`src/rtl/hazard_pkg.sv`:
```
// Shared definitions for the pipeline hazard controller: FSM state encoding
// and the sequential next-PC select value.
package hazard_pkg;

    typedef enum logic [1:0] {
        RUN     = 2'b00,
        FLUSH   = 2'b01,
        MC_WAIT = 2'b10
    } hz_state_e;

    localparam logic [1:0] PC_SEL_SEQ = 2'b00;

    // Any non-sequential next-PC select squashes the younger instructions.
    function automatic logic is_redirect(input logic [1:0] pc_sel);
        return pc_sel != PC_SEL_SEQ;
    endfunction

endpackage

```
`src/rtl/pipeline_hazard_controller_load_use_detector.sv`:
```
// Load-use comparator: a load in EX writes a register that the instruction
// in ID reads. Writes to x0 never create a dependency.
module load_use_detector #(
    parameter int unsigned REG_AW = 5
) (
    input  logic              ex_mem_read,
    input  logic [REG_AW-1:0] ex_rd,
    input  logic [REG_AW-1:0] id_rs1,
    input  logic [REG_AW-1:0] id_rs2,
    input  logic              id_uses_rs1,
    input  logic              id_uses_rs2,
    output logic              load_use
);

    logic rs1_hit;
    logic rs2_hit;

    // Per-operand match, then qualify with the load and a non-zero target.
    always_comb begin
        rs1_hit  = id_uses_rs1 && (id_rs1 == ex_rd);
        rs2_hit  = id_uses_rs2 && (id_rs2 == ex_rd);
        load_use = ex_mem_read && (ex_rd != '0) && (rs1_hit || rs2_hit);
    end

endmodule

```
`src/rtl/pipeline_hazard_controller.sv`:
```
// Pipeline hazard controller: squashes after redirects, inserts a bubble on
// load-use, and freezes the pipeline while a multicycle unit is busy.
module pipeline_hazard_controller #(
    parameter int unsigned REG_AW      = 5,
    parameter int unsigned FLUSH_DEPTH = 2,
    parameter int unsigned MC_TIMEOUT  = 64
) (
    input  logic              clk,
    input  logic              rst,
    input  logic [1:0]        pc_selection,
    input  logic [REG_AW-1:0] id_rs1,
    input  logic [REG_AW-1:0] id_rs2,
    input  logic              id_uses_rs1,
    input  logic              id_uses_rs2,
    input  logic              ex_mem_read,
    input  logic [REG_AW-1:0] ex_rd,
    input  logic              mc_start,
    input  logic              mc_done,
    output logic              stall_pc,
    output logic              stall_ifid,
    output logic              stall_idex,
    output logic              flush_ifid,
    output logic              controls_zero,
    output logic              mc_timeout,
    output logic [1:0]        state
);

    import hazard_pkg::*;

    localparam int unsigned FCW = $clog2(FLUSH_DEPTH + 1);
    localparam int unsigned WCW = $clog2(MC_TIMEOUT + 1);
    localparam logic [FCW-1:0] FLUSH_RELOAD = FCW'(FLUSH_DEPTH - 1);
    localparam logic [WCW-1:0] WAIT_MAX     = WCW'(MC_TIMEOUT);
    localparam logic [WCW-1:0] WAIT_LAST    = WCW'(MC_TIMEOUT - 1);

    hz_state_e      state_q, state_d;
    logic [FCW-1:0] fcnt_q, fcnt_d;
    logic [WCW-1:0] wcnt_q, wcnt_d;
    logic           tmo_q, tmo_d;

    logic load_use;
    logic redirect;
    logic spc_c, sif_c, sie_c, flush_c, cz_c;

    load_use_detector #(
        .REG_AW (REG_AW)
    ) u_lud (
        .ex_mem_read (ex_mem_read),
        .ex_rd       (ex_rd),
        .id_rs1      (id_rs1),
        .id_rs2      (id_rs2),
        .id_uses_rs1 (id_uses_rs1),
        .id_uses_rs2 (id_uses_rs2),
        .load_use    (load_use)
    );

    assign redirect = is_redirect(pc_selection);

    // State, flush counter, wait counter and sticky timeout registers.
    always_ff @(posedge clk or negedge rst) begin
        if (!rst) begin
            state_q <= RUN;
            fcnt_q  <= '0;
            wcnt_q  <= '0;
            tmo_q   <= 1'b0;
        end else begin
            state_q <= state_d;
            fcnt_q  <= fcnt_d;
            wcnt_q  <= wcnt_d;
            tmo_q   <= tmo_d;
        end
    end

    // Next-state and hazard outputs; redirect outranks load-use and mc_start.
    always_comb begin
        state_d = state_q;
        fcnt_d  = fcnt_q;
        wcnt_d  = wcnt_q;
        tmo_d   = tmo_q;
        spc_c   = 1'b0;
        sif_c   = 1'b0;
        sie_c   = 1'b0;
        flush_c = 1'b0;
        cz_c    = 1'b0;
        unique case (state_q)
            RUN: begin
                if (redirect) begin
                    flush_c = 1'b1;
                    cz_c    = 1'b1;
                    if (FLUSH_DEPTH > 1) begin
                        state_d = FLUSH;
                        fcnt_d  = FLUSH_RELOAD;
                    end
                end else begin
                    if (load_use) begin
                        spc_c = 1'b1;
                        sif_c = 1'b1;
                        cz_c  = 1'b1;
                    end
                    if (mc_start) begin
                        state_d = MC_WAIT;
                        wcnt_d  = '0;
                    end
                end
            end
            FLUSH: begin
                flush_c = 1'b1;
                cz_c    = 1'b1;
                if (redirect) begin
                    fcnt_d = FLUSH_RELOAD;
                end else if (fcnt_q <= FCW'(1)) begin
                    state_d = RUN;
                    fcnt_d  = '0;
                end else begin
                    fcnt_d = fcnt_q - 1'b1;
                end
            end
            MC_WAIT: begin
                if (mc_done) begin
                    state_d = RUN;
                    wcnt_d  = '0;
                end else begin
                    spc_c = 1'b1;
                    sif_c = 1'b1;
                    sie_c = 1'b1;
                    if (wcnt_q != WAIT_MAX) begin
                        wcnt_d = wcnt_q + 1'b1;
                    end
                    // Counter reaches MC_TIMEOUT at this edge (or already has).
                    if (wcnt_q >= WAIT_LAST) begin
                        tmo_d = 1'b1;
                    end
                end
            end
            default: begin
                state_d = RUN;
                fcnt_d  = '0;
                wcnt_d  = '0;
            end
        endcase
    end

    // Outputs are forced low while reset is held, independent of the inputs.
    assign stall_pc      = rst & spc_c;
    assign stall_ifid    = rst & sif_c;
    assign stall_idex    = rst & sie_c;
    assign flush_ifid    = rst & flush_c;
    assign controls_zero = rst & cz_c;
    assign mc_timeout    = tmo_q;
    assign state         = state_q;

endmodule

```
`config.mk`:
```
export PLATFORM = sky130hd
export DESIGN_NAME = pipeline_hazard_controller
export DESIGN_NICKNAME = d
export VERILOG_FILES = /design/src/rtl/hazard_pkg.sv /design/src/rtl/pipeline_hazard_controller_load_use_detector.sv /design/src/rtl/pipeline_hazard_controller.sv
export SDC_FILE = /design/constraint.sdc
export NUM_CORES = 1
export LEC_CHECK = 0
export BUFFER_PORTS_ARGS = -buffer_cell sky130_fd_sc_hd__buf_2
export CORE_MARGIN = 2
export CORE_UTILIZATION = 42
export DETAILED_ROUTE_END_ITERATION = 10
export MAX_ROUTING_LAYER = met4
export PLACE_DENSITY = 0.67
export SYNTH_ARGS = -nofsm -noshare
export SYNTH_HDL_FRONTEND = slang
export SYNTH_HIERARCHICAL = 1
export SYNTH_SLANG_ARGS = --single-unit
```
`constraint.sdc`:
```
create_clock -name clk -period 1.9 [get_ports clk]
set_input_delay 0.19 -clock clk [delete_from_list [all_inputs] [get_ports clk]]
set_output_delay 0.19 -clock clk [all_outputs]
set_load 0.02 [all_outputs]
```
[Yosys cells after proc, flatten, opt, wreduce, memory -nomap -nowiden]
Index checks and enable logic that the tools add are counted.
Storage, ports and cells
  flip-flop bits (word level): 12
  latch bits: 0
  RAM bits: 0
  ROM bits: 0
  bits of input ports: 24
  logic and storage cells: 64
  memories kept: 0
Cells by class
  add/sub/neg operators: 2
  $mul: 0
  divide/modulo/power cells: 0
  order comparisons: 2
  equality and inequality tests: 13
  shift-type cells: 0
  mux-type cells: 24
  bitwise operators: 7
  reductions and logical operators: 12
Operator list (count)
  $mux 7: 4
  $pmux 7 s3: 1
  $mux 2: 8
  $ne 2x2->1 const B: 6
  $pmux 2 s3: 2
  $eq 5x5->1: 2
  $reduce_and 4->1: 2
  $add 7x1->7 const B: 1
  $ge 7x6->1 const B: 1
  $ne 7x7->1 const B: 1
  $mux 1: 6
  $ne 3x3->1 const B: 2
  $pmux 1 s2: 3
  $reduce_bool 5->1: 1
  $and 1x1->1: 4
  $logic_and 1x1->1: 4
  $not 1->1: 3
  $reduce_and 3->1: 1
  $eq 2x1->1 const B: 1
  $eq 2x2->1 const B: 1
  $le 2x1->1 const B: 1
  $logic_not 2->1: 1
  $reduce_and 2->1: 1
  $reduce_bool 2->1: 1
  other kinds (2): 2

[Logic depth before layout (Yosys ltp)]
  depth in word-level cells: 8
  gate-level depth with buffers: 7
  gate-level depth less buffers: 6

[By module]
The synthesis kept the hierarchy.
Modules (own cells, without submodules)
  pipeline_hazard_controller: instances 1, cells an instance 77, area each 738.2 um^2, sequential area each 300.3 um^2
  load_use_detector: instances 1, cells an instance 17, area each 133.9 um^2, sequential area each 0.0 um^2

[Least setup slack after synthesis]
No wires, ideal clock.
  path type: register to output
  from: register state_q[1] (netlist: state[1])
  to: output stall_pc
  data arrival time: 1.814 ns
  setup slack: -0.104 ns
  stages on the path, launching flop included: 6
  buffers on the path: 2
  cell sequence: dfrtp_1 -> buf_4 -> nor3_1 -> a21oi_1 -> nor3b_1 -> buf_4
On the way
  longest elaborated chain between the ends: 3
  elaborated cells between the ends (all ways): 4
  classes of those cells: eq/ne: 1; mux: 1; bitwise: 1; reduce/logical: 1
Ends and longest elaborated chain
  start: declaration: line pipeline_hazard_controller.sv:36  | hz_state_e state_q, state_d;
  start signal: assignment: line pipeline_hazard_controller.sv:67  | state_q <= state_d;
  $eq 2x2->1 or $logic_not 2->1 (tied branches)
  $pmux 1 s2 *
  $and 1x1->1 *
  end: declaration: line pipeline_hazard_controller.sv:19  | output logic stall_pc,
Mark *: on every way between the ends. The rest lies on a longest branch, timed or not.

[Worst setup path in the final report]
  from: register state_q[1] (netlist: state[1])
  to: output stall_ifid
On the way
  longest elaborated chain between the ends: 3
  elaborated cells between the ends (all ways): 4
  classes of those cells: eq/ne: 1; mux: 1; bitwise: 1; reduce/logical: 1
Ends and longest elaborated chain
  $eq 2x2->1 or $logic_not 2->1 (tied branches): line pipeline_hazard_controller.sv:85  | unique case (state_q)
  $pmux 1 s2 *: line pipeline_hazard_controller.sv:85
  $and 1x1->1 *: line pipeline_hazard_controller.sv:145  | assign stall_ifid = rst & sif_c;
  end: declaration: line pipeline_hazard_controller.sv:20  | output logic stall_ifid,
Marked as above.

==> metrics <==
Worst setup EP type output pin; largest net degree at the start of global routing 12; Worst path max stage delay approximately 0.46 ns; Worst Max-Slew Pin Slew roughly 0.48 ns; leading area contributor after synthesis dfrtp_1; minimum clock period about 1.8 ns; most frequent cell after synthesis dfrtp_1; Via Count approximately 840; fin crit share 0.9323; final setup fails 0; Yosys Warn Count 6; worst skew pair latency approximately 0.27 ns; Area Overhead vs Synth 27.26%; Hold/Removal Path Class input pin to flop; simple-gate area share of the yosys netlist 0.2037; drt first pass iters 4; post-route insts no fill between 150 and 200; Remaining DRCs 0; syn_nets 120; Num CTS Buffers 3; Multi-input gate area approximately 520 um2; worst-path cell chain buf_4 -> nor3_2 -> a21oi_1 -> nor3b_2 -> buf_2; Post-synth ARST share 1.000; n_diodes 0; gpl congestion 0.8095; placed cells 151; CP bufs+invs 2; Clock Skew between 0.003 and 0.004 ns; CTS tree done; Static Leakage 0.5412 nW; GR Overflow Total 0; xor/xnor cell area share of the yosys netlist 0.1105; first-pass GRT wire length 3.663 mm; clock transition at the registers of the reported paths roughly 0.070 ns; max capacitance violation total 0; layout cells sized above 1 0.3643; CP Launch Type flop; mux share of post-synthesis cell area 0.01291; initial DRC count 9; area of the die around 0.0025 mm2; Cell Rows 16; Final ANT Viol Nets 0; hold_ws roughly 0.18 ns; fill cell count 202; HPWL after detailed placement around 1.6 mm; die width about 50 um; PD cells between 600 and 700 mW/mm2; number of flops mapped to enable cells by yosys 0; port bufs 31; Crit Path Class flop to output pin; Pins Over Slew Limit 0; Die Ht roughly 50 um; Final Hold Fails 0; Clock Sinks 12; Worst path slowest cell dfrtp_2; Synth Area in Compound Gates 0.2253; Overall Global Routing Usage 0.1974; Mapped Cells 94; post-place setup slack 0.1566 ns; H-tree depth 1; #FFs+latches synth 12; number of global-route vias before repair around 860; CTS max path bufs 2; ys flop type dfrtp_1; initial core utilization 0.4445; final net count ~160; relative slew slack 0.6795; final wirelength about 2 mm; post-route setup slack 0.1286 ns; arrival time worst endpoint approximately 1.6 ns; Root Buffer clkbuf_4; Avg Synthesized Cell Area approximately 9.3 um2; Adder-Cell Fraction of Synth Area 0.02869; Avg WL per Cell roughly 13 um; Synth cell types 39; peak supply drop approximately 0.00038 V; Post-Syn Area about 870 um2; top post-synthesis cells by count dfrtp_1, inv_1, xor2_1; Ports 32; maximum clock rate 564.5 MHz; main area contributors after synthesis dfrtp_1, xor2_1, inv_1; initial antenna violation count 0; top cell type's share of synthesized area 0.3443; Final Core Density 0.5657; outcome complete, no violations; Seq/Total Area, Yosys 0.3443; Core ar. between 0.0015 and 0.002 mm2; CP Max Fanout 8; WP data required 1.71 ns; main combinational cell family by area after synthesis compound AO/OA/AOI/OAI gates; critical path's top delay family flip-flops; FF+latch area 301.5 um2; vias per inst about 5.4
==> power breakdown <==
group          switching, mW  internal, mW
logic                 0.0882        0.0830
registers             0.0312         0.282
clock network         0.0869         0.116
total                  0.206         0.482
==> per-layer routing <==
layer / GRT usage / vias up / wire length (um)
met5: - / - / 0
met4: 0.06944 / 0 / 27
met3: 0.02727 / 2 / 92
met2: 0.3533 / 28 / 1093
met1: 0.2233 / 400 / 838
li1: - / 413 / -
==> through the flow <==
step	cell area (um2)	total power [mW]	TNS, ns
2_1_floorplan	877.1	0.4181	0
3_3_place_gp	1057	0.4783	0
3_5_place_dp	1057	0.4874	0
4_1_cts	1104	0.6953	0
5_1_grt	1110	0.7367	-0.01013
6_report	1110	0.6880	0
==> flip-flops by register name (all words and copies together) (netlist names) <==
name and flops:
wcnt_q 7, fcnt_q 2, state 2, mc_timeout 1
==> final cells by class <==
type                    count  area share
clock buffers               4     0.03269
inverters                   9     0.03044
multi-input cells          69      0.4656
flip-flops and latches     12      0.2717
well taps                  27     0.03044
repair buffers             35      0.1691
==> tightest hold or removal path: stages <==
cell and delay [ns]:
buf_2 0.09, a21oi_1 0.05, nor2_1 0.08
==> layout by cell type (no fill, tap or decap), drive strengths merged, types with 3 or more instances in the layout <==
master / Yosys / routed
a21oi: 6 / 6
buf: 4 / 34
clkbuf: 0 / 4
dfrtp: 12 / 12
inv: 9 / 9
nand3: 5 / 5
nor2: 4 / 4
nor4: 3 / 3
o21ai: 5 / 5
o22ai: 3 / 3
xnor2: 3 / 3
xor2: 8 / 8
==> repair_timing <==
action | 4_1_cts | 5_1_grt
buffers inserted | 0 | 0
endpoints found under the setup margin | 0 | 2
hold buffers | 1 | 0
resized for setup | 0 | 2
hold endpoints to repair | 12 | 0
==> kinds of logic (layout without fill, tap and decap cells) <==
kind of cell	after synthesis	count (layout)
multiplexers	1	1
buffers and inverters	13	48
AO/OA/AOI/OAI	27	27
flip-flops	12	12
AND/OR/NAND/NOR	28	28
XOR/XNOR	11	11
adder cells (fa/ha/maj)	2	2
==> worst paths after layout <==
| check | to | startpoint | cells after the start | slack, ns |
|---|---|---|---|---|
| worst max-delay path | stall_ifid | state[1] | 5 | 0.13 |
| worst min-delay path | state[1] | mc_start | 3 | 0.18 |
| worst max register to register | wcnt_q[0] | state[0] | 3 | 0.26 |
| worst min register to register | mc_timeout | mc_timeout | 1 | 0.46 |
| max in group asynchronous | state[1] | rst | 3 | 1.30 |
| min in group asynchronous | fcnt_q[1] | rst | 2 | 0.25 |
Note: power is estimated with default switching activity, not from simulation.
